## src/rtl/sm83_bus_fabric.sv

```systemverilog
// sm83_bus_fabric: memory-map fabric between the SM83 core and up to
// NUM_REGIONS synchronous-read targets. Each region has an inclusive
// base/limit window, a programmable wait-state count and an optional
// read-only attribute. One transaction is in flight at a time; the core
// is stalled until the one-cycle req_ready completion pulse.
//
// Handshake: req_valid is sampled only while the FSM is IDLE. The
// request fields are captured on that edge and ignored afterwards.
// req_ready pulses for exactly one cycle (RESP). rsp_rdata and rsp_fault
// are valid in that cycle; rsp_rdata then holds its value until the next
// RESP. Holding req_valid high through req_ready starts the next
// transaction in the following IDLE cycle.
//
// Optional feature: define SM83_BUS_FAULT_EN to report unmapped accesses
// and read-only writes on rsp_fault. Without it rsp_fault is tied low.
// The internal FSM state is the `state` signal (state_t) for probing.
module sm83_bus_fabric #(
    parameter int NUM_REGIONS = 4,
    parameter int ADDR_W      = 16,
    parameter int DATA_W      = 8,
    parameter logic [NUM_REGIONS*ADDR_W-1:0] REGION_BASE =
        {16'hFF80, 16'hA000, 16'hC000, 16'h0000},
    parameter logic [NUM_REGIONS*ADDR_W-1:0] REGION_LIMIT =
        {16'hFFFE, 16'hBFFF, 16'hDFFF, 16'h7FFF},
    parameter logic [NUM_REGIONS*4-1:0] REGION_WAIT = {4'd0, 4'd1, 4'd2, 4'd0},
    parameter logic [NUM_REGIONS-1:0] REGION_RO = 4'b0001,
    parameter logic [DATA_W-1:0] OPEN_BUS = 8'hFF
) (
    input  logic                          clk,
    input  logic                          rst,
    input  logic                          req_valid,
    input  logic                          req_we,
    input  logic [ADDR_W-1:0]             req_addr,
    input  logic [DATA_W-1:0]             req_wdata,
    output logic                          req_ready,
    output logic [DATA_W-1:0]             rsp_rdata,
    output logic                          rsp_fault,
    output logic [NUM_REGIONS-1:0]        mem_en,
    output logic [NUM_REGIONS-1:0]        mem_we,
    output logic [ADDR_W-1:0]             mem_addr,
    output logic [DATA_W-1:0]             mem_wdata,
    input  logic [NUM_REGIONS*DATA_W-1:0] mem_rdata
);

    localparam int SEL_W = (NUM_REGIONS > 1) ? $clog2(NUM_REGIONS) : 1;

    typedef enum logic [1:0] {
        IDLE   = 2'd0,
        WAIT   = 2'd1,
        STROBE = 2'd2,
        RESP   = 2'd3
    } state_t;

    state_t state;
    state_t state_next;

    // Captured transaction
    logic              we_q;
    logic              hit_q;
    logic [SEL_W-1:0]  sel_q;
    logic [ADDR_W-1:0] off_q;
    logic [DATA_W-1:0] wdata_q;
    logic [3:0]        wcnt;
    logic [DATA_W-1:0] hold_q;

    // Decoder results for the live request address
    logic              dec_hit;
    logic [SEL_W-1:0]  dec_sel;
    logic [3:0]        dec_wait;
    logic [ADDR_W-1:0] dec_base;

    // Attributes of the captured region
    logic                   sel_ro;
    logic [DATA_W-1:0]      sel_rdata;
    logic [NUM_REGIONS-1:0] sel_onehot;
    logic [DATA_W-1:0]      rdata_mux;

    // Address decode: scan high to low so the lowest-index hit wins on overlap
    always_comb begin
        dec_hit  = 1'b0;
        dec_sel  = '0;
        dec_wait = '0;
        dec_base = '0;
        for (int i = NUM_REGIONS - 1; i >= 0; i--) begin
            if (req_addr >= REGION_BASE[i*ADDR_W +: ADDR_W] &&
                req_addr <= REGION_LIMIT[i*ADDR_W +: ADDR_W]) begin
                dec_hit  = 1'b1;
                dec_sel  = SEL_W'(i);
                dec_wait = REGION_WAIT[i*4 +: 4];
                dec_base = REGION_BASE[i*ADDR_W +: ADDR_W];
            end
        end
    end

    // Per-region view of the captured selection: strobe mask, RO bit, read data
    always_comb begin
        sel_ro     = 1'b0;
        sel_rdata  = '0;
        sel_onehot = '0;
        for (int i = 0; i < NUM_REGIONS; i++) begin
            if (sel_q == SEL_W'(i)) begin
                sel_onehot[i] = 1'b1;
                sel_ro        = REGION_RO[i];
                sel_rdata     = mem_rdata[i*DATA_W +: DATA_W];
            end
        end
    end

    // Next-state logic; WAIT runs for exactly the region's wait count
    always_comb begin
        state_next = state;
        case (state)
            IDLE: begin
                if (req_valid) begin
                    if (!dec_hit) begin
                        state_next = RESP;
                    end else if (dec_wait != 4'd0) begin
                        state_next = WAIT;
                    end else begin
                        state_next = STROBE;
                    end
                end
            end
            WAIT: begin
                if (wcnt <= 4'd1) begin
                    state_next = STROBE;
                end
            end
            STROBE:  state_next = RESP;
            RESP:    state_next = IDLE;
            default: state_next = IDLE;
        endcase
    end

    // State register, request capture, wait counter and read-data hold register
    always_ff @(posedge clk or posedge rst) begin
        if (rst) begin
            state   <= IDLE;
            we_q    <= 1'b0;
            hit_q   <= 1'b0;
            sel_q   <= '0;
            off_q   <= '0;
            wdata_q <= '0;
            wcnt    <= 4'd0;
            hold_q  <= OPEN_BUS;
        end else begin
            state <= state_next;
            case (state)
                IDLE: begin
                    if (req_valid) begin
                        we_q    <= req_we;
                        hit_q   <= dec_hit;
                        sel_q   <= dec_sel;
                        off_q   <= req_addr - dec_base;
                        wdata_q <= req_wdata;
                        wcnt    <= dec_hit ? dec_wait : 4'd0;
                    end
                end
                WAIT: begin
                    wcnt <= wcnt - 4'd1;
                end
                RESP: begin
                    hold_q <= rdata_mux;
                end
                default: begin
                end
            endcase
        end
    end

    // Outputs: everything but rsp_rdata stays low in IDLE and WAIT
    always_comb begin
        req_ready = 1'b0;
        mem_en    = '0;
        mem_we    = '0;
        mem_addr  = '0;
        mem_wdata = '0;
        rdata_mux = hold_q;
        case (state)
            STROBE: begin
                mem_en    = sel_onehot;
                mem_we    = (we_q && !sel_ro) ? sel_onehot : '0;
                mem_addr  = off_q;
                mem_wdata = wdata_q;
            end
            RESP: begin
                req_ready = 1'b1;
                mem_addr  = off_q;
                mem_wdata = wdata_q;
                if (!we_q) begin
                    rdata_mux = hit_q ? sel_rdata : OPEN_BUS;
                end
            end
            default: begin
            end
        endcase
    end

    assign rsp_rdata = rdata_mux;

`ifdef SM83_BUS_FAULT_EN
    // Fault on unmapped access or on a write into a read-only region
    assign rsp_fault = (state == RESP) && (!hit_q || (we_q && sel_ro));
`else
    assign rsp_fault = 1'b0;
`endif

endmodule

```

## config.mk

```make
export PLATFORM = sky130hd
export DESIGN_NAME = sm83_bus_fabric
export DESIGN_NICKNAME = d
export VERILOG_FILES = /design/src/rtl/sm83_bus_fabric.sv
export SDC_FILE = /design/constraint.sdc
export NUM_CORES = 1
export LEC_CHECK = 0
export CAP_MARGIN = 40
export CORE_ASPECT_RATIO = 0.6
export CORE_UTILIZATION = 41
export DETAILED_ROUTE_END_ITERATION = 10
export HOLD_SLACK_MARGIN = 0.1
export PLACE_DENSITY = 0.75
export SETUP_SLACK_MARGIN = 0.3
export SLEW_MARGIN = 10
export SYNTH_ARGS = -nofsm -noshare
export SYNTH_HDL_FRONTEND = slang
export SYNTH_SLANG_ARGS = --single-unit
```

## constraint.sdc

```tcl
create_clock -name clk -period 1.7 [get_ports clk]
set_input_delay 0.255 -clock clk [delete_from_list [all_inputs] [get_ports clk]]
set_output_delay 0.255 -clock clk [all_outputs]
set_load 0.01 [all_outputs]
```

==> impl_metrics.toml, run 1 <==
[detailed_routing]
vias = 3400
vias_per_cell = 6.05
dr.pass1.iters = 5
drt-initial-drc-count = 241
wl_mm = 14.0
drc = 0
antenna_left = 0
detail_route.wl_per_cell_um = 24.9

[logic_synthesis]
synth-seq-cells = 42
syn-instance-count = 279
async_flop_share = 1.00
synth-edff-count = 0
synth_ff_type = "dfrtp_1"
syn_area_um2 = 2760
synth.area.top_cells = "dfrtp_1 31%, dfstp_2 7.6%, nor2b_1 7.0%"
synth_top_cell_by_area = "dfrtp_1"
ys_seq_area_frac = 0.384
synth.distinct_cells = 54
yosys_warnings = 0
postSynthAreaPerCell_um2 = 9.89
synth_top_area_share = 0.308

[timing]
tightest_slew_ps = 646
period_share = 1.40
maxSlewViolCount = 0
relSlewSlack = 0.569
worst_slack_ps = -672
min_period_ps = 2370
rsz0062_at_grt = "yes"
setup_viol = 73
finClkSkew_ps = 17.1
setup_tns_ps = -19220
hold_violations = 0
max_freq_mhz = 421

[setup_path]
end_kind = "register"
r2r_end = "off_q[14]"
crit_type = "in2reg"
worstReg2RegStart = "state[1]"
critPathMaxFanout = 5
reg2regPathDepth = 10
crit_arrival_ps = 2600
cp.required_ps = 1920
start_kind = "input pin"
r2r_setup_slack_ps = -260

[die]
io_pins = 102
die_area_um2 = 7080
die-height_um = 65.6
dieWidth_um = 108
start_util = 0.438
row_count = 22
coreArea_um2 = 6300

[clock_network]
numCtsBuffers = 5
cts_root_buffer = "clkbuf_8"
cts_tree = "done"
htreeDepth = 2
clock_path_buffers = 2
numClockSinks = 42
clkTransAtPathRegs_ps = 100
insertion_delay_ps = 310

[status]
violations = "negative setup slack"
outcome = "finished, violations left"

[grt]
grt_util_all_layers = 0.316
grt_pass1_vias = 3085
antenna_found_initial = 0
gr-total-overflow = 0
grt_max_degree = 26
grt_pass1_wl_mm = 16.5

[pwr]
ir_worst_vdd_mv = 1.51
p_per_area_nw_per_um2 = 1900
p_leak_nw = 2.60

[place]
port-buffer-count = 99
place_congestion = 0.959
dp_slack_ps = -1160
place_hpwl_mm = 5.99

[finish]
syn2layout_area_growth_pct = 107
antennaDiodeCount = 0
drive_gt1_frac = 0.632
final_nets = 552

[worst_hold_path]
holdCritStartpoint = "req_addr[5]"
worst_hold_path.endpoint = "off_q[5]"
min_path_cells = 2
hp-class = "in2reg"

[job]
max_cap_violations = 0
==> registers in the layout (all words and copies together) (netlist names) <==
signal   count
off_q       16
hold_q       8
wdata_q      8
wcnt         4
sel_q        2
state        2
hit_q        1
we_q         1
==> timing repair <==
item                                   4_1_cts  5_1_grt
hold buffers                                 0        0
pin swaps                                   33       31
cloned                                       9        1
endpoints found under the hold margin        0        0
gates resized for setup                    327      104
setup endpoints to repair                   75       82
setup buffers                               26       25
==> stage by stage <==
stage                     total power [W]  instances  instance area [um^2]  hold WS [ps]  utilization
final                              0.0108        562                  5700           169        0.905
after CTS                         0.00838        536                  4990           183        0.791
after global routing               0.0112        562                  5700           175        0.905
after floorplan                   0.00423        280                  2870           405            -
after global placement            0.00605        493                  4250           457        0.675
after detailed placement          0.00618        493                  4250           470        0.675
==> final cells by class <==
type / instances / area [um^2]
sequential: 42 / 1060
clock buffer: 6 / 72.6
fill: 215 / 601
inverter: 11 / 46.3
timing repair buffer: 203 / 2080
multi-input combinational: 214 / 2320
tap: 84 / 105
clock inverter: 2 / 13.8
==> worst max-delay path, cell delays in order <==
cell and delay, ps:
buf_6 70, and4_1 230, nand4_1 220, nand2_2 200, inv_2 80, ha_4 170, fa_2 390, nor2b_4 150
o31a_1 230, buf_4 150, o221ai_2 100, xnor2_1 150, o21ai_1 180
==> cells by family after synthesis <==
family / count (synthesis) / synth area share
fa+ha+maj: 15 / 0.0707
compound gates: 60 / 0.138
buf+inv: 28 / 0.0503
mux: 26 / 0.139
simple gates: 104 / 0.207
flops: 42 / 0.384
xor+xnor: 3 / 0.00952
other cells: 1 / 0.00136
==> power by group <==
| group | internal, W | switching, W | leakage (nW) | total, W |
|---|---|---|---|---|
| registers | 0.00158 | 0.000481 | 0.494 | 0.00206 |
| logic | 0.00454 | 0.00353 | 2.06 | 0.00807 |
| clock network | 0.000292 | 0.000405 | 0.0452 | 0.000697 |
==> layer usage <==
metal | up-vias | GRT usage | wire (um)
met4 | 0 | 0.0873 | 777
li1 | 1392 | - | -
met5 | - | 0 | 0
met3 | 84 | 0.0595 | 1480
met1 | 1654 | 0.408 | 5350
met2 | 270 | 0.544 | 6400
==> cell usage after synthesis (2+ instances only) <==
cell,count
dfrtp_1,34
mux2i_1,2
inv_1,11
ha_1,14
o31a_1,3
o21ai_0,28
xnor2_1,2
a211oi_1,3
mux4_2,7
o21a_1,3
nor3b_1,5
o31ai_1,3
mux2_2,16
nand4_1,4
nand3_1,2
nand2b_1,2
nand2_1,28
and3b_1,3
nor2_1,15
nor2b_1,31
a21oi_1,7
dfstp_2,8
buf_4,3
buf_2,3
clkbuf_1,9
nor3_1,5
==> how the worst max path moves through the flow <==
stage                      startpoint   endpoint
after floorplan           req_addr[6]  off_q[13]
after global placement    req_addr[6]  off_q[15]
after detailed placement  req_addr[6]  off_q[15]
after CTS                 req_addr[3]  off_q[13]
after global routing      req_addr[3]  off_q[15]
final                     req_addr[3]  off_q[15]
==> cells in the final DEF (no fill, tap or decap), drive strengths merged, types with 5 or more instances in the layout <==
cell,count
buf,152
clkdlybuf4s50,42
dfrtp,34
nor2b,33
nand2,33
o21ai,29
mux2,16
nor2,15
ha,14
inv,10
clkbuf,10
mux4,8
dfstp,8
a21oi,8
nor3,5
nor3b,5
Note: power is estimated with default switching activity, not from simulation.
==> inputs of run 2 (changes only) <==
Settings changed: CORE_MARGIN set to 5, CTS_CLUSTER_SIZE set to 30.
==> run 2 against run 1 <==
Net effect: the flow still finishes with violations (negative setup slack); register-to-register slack better by 290 ps; non-clock buffer count is 17 lower; cell area is 7.7% lower; critical path depth is 2 lower; die area is 21% higher; clock skew is 8.1 ps lower; global-route usage is 9.6 points lower; setup slack better by 200 ps; routed wire length is 29% lower; combinational power is 22% lower; cell count is 2.7% lower; sequential cell count stayed put; critical path type unchanged.
==> impl_metrics.toml, run 2 (synthesis results as in run 1) <==
[status]
outcome = "finished, violations left"
violations = "negative setup slack"

[worst_hold_path]
min_path_cells = 2
hp-class = "in2reg"

[detailed_routing]
dr.pass1.iters = 4
vias = 2867
drt-initial-drc-count = 93
antenna_left = 0
drc = 0
vias_per_cell = 5.24
wl_mm = 9.99
detail_route.wl_per_cell_um = 18.3

[setup_path]
worstReg2RegStart = "state[0]"
crit_arrival_ps = 2340
crit_type = "in2reg"
crit_path_end = "off_q[14]"
start_kind = "input pin"
reg2regPathDepth = 8
r2r_end = "off_q[14]"
critPathMaxFanout = 6
r2r_setup_slack_ps = 30
cp.required_ps = 1870
crit_start = "req_addr[6]"
end_kind = "register"

[finish]
filler_cell_count = 383
antennaDiodeCount = 0
largest_reg_flops = 16
syn2layout_area_growth_pct = 90.7
final_nets = 534
stdcell_count = 547
layout_common_cells = "48 x buf_6, 47 x buf_4, 42 x clkdlybuf4s50_1, 34 x buf_2, 31 x dfrtp_1"
top_register = "off_q"
reg_top3 = "off_q: 16 flops, hold_q: 8 flops, wdata_q: 8 flops"
drive_gt1_frac = 0.585
final_common_cell = "buf_6"

[job]
max_cap_violations = 0

[timing]
setup_viol = 45
worst_slack_ps = -469
period_share = 1.28
whs_ps = 196
maxSlewViolCount = 0
min_period_ps = 2170
setup_tns_ps = -7850
hold_violations = 0
finClkSkew_ps = 8.97
max_freq_mhz = 461
rsz0062_at_grt = "yes"

[clock_network]
numClockSinks = 42
cts_tree = "done"
clkTransAtPathRegs_ps = 60
cts_root_buffer = "clkbuf_16"
htreeDepth = 2
numCtsBuffers = 5
clock_path_buffers = 2
insertion_delay_ps = 280
cts_hold_buffers = 0

[grt]
grt_max_degree = 43
grt_pass1_vias = 2923
grt_pass1_wl_mm = 14.7
antenna_found_initial = 0
gr-total-overflow = 0
grt_util_all_layers = 0.220

[die]
start_util = 0.417
row_count = 23
coreArea_um2 = 6620
die-height_um = 73.6
die_area_um2 = 8530
dieWidth_um = 116
io_pins = 102

[place]
place_congestion = 0.884
dp_slack_ps = -1100
dp_cells = 496
place_hpwl_mm = 5.83
port-buffer-count = 99

[pwr]
p_leak_nw = 2.40
ir_worst_vdd_mv = 1.15
p_per_area_nw_per_um2 = 1740
p_total_w = 0.00916
## run 2: cell count changes in the layout (fill, tap and decap cells not counted), moves of 5 or more
| cell | before | now |
|---|---|---|
| buf_12 | 12 | 6 |
| nor2b_1 | 7 | 18 |
| nor2b_4 | 23 | 15 |
| buf_2 | 21 | 34 |
| buf_6 | 55 | 48 |
| buf_4 | 54 | 47 |
| clkbuf_8 | 5 | 0 |
## run 2: cell type report
cell class	instances	area (um^2)	area share
multi-input combinational	213	2170	0.413
timing repair buffer	186	1730	0.329
sequential	42	1060	0.202
clock buffer	6	129	0.0245
tap	87	109	0.0207
inverter	11	43.8	0.00832
clock inverter	2	13.8	0.00262
## run 2: worst min-delay path by stage
stage,endpoint,from,slack [ps]
3_5_place_dp,off_q[7],off_q[7],470
6_report,off_q[6],req_addr[6],200
2_1_floorplan,off_q[0],req_addr[0],410
4_1_cts,off_q[6],req_addr[6],190
5_1_grt,off_q[5],req_addr[5],200
3_3_place_gp,off_q[7],off_q[7],460
## run 2: critical path: stages
cell and delay (ps):
buf_6 70, and4_1 210, nand4_1 200, nand2_4 170, buf_4 130, buf_6 80, ha_4 190, and2_4 160
o2111a_1 280, o31a_1 320, o31ai_2 260
## run 2: through the flow
stage	cell area, um^2	utilization
after floorplan	2870	-
after global placement	4260	0.643
after detailed placement	4260	0.643
after CTS	4800	0.726
after global routing	5260	0.795
final	5260	0.795
## run 2: repair_timing
action / in CTS / in global routing
gates resized for setup: 317 / 87
gates cloned: 6 / 0
pin swaps: 27 / 24
hold endpoints to repair: 0 / 0
endpoints found under the setup margin: 75 / 82
buffers inserted: 25 / 12
## run 2: power breakdown
group	leakage, nW	internal, W	switching (W)
combinational	1.84	0.00351	0.00277
sequential	0.495	0.00158	0.000344
clock	0.0708	0.000546	0.000409
total	2.40	0.00564	0.00352
## run 2: routing by layer
layer,part of all wire,track usage,vias up
li1,-,-,1361
met4,0.013,0.0322,0
met2,0.49,0.377,77
met3,0.056,0.0527,13
met1,0.44,0.292,1416
met5,0,0,-
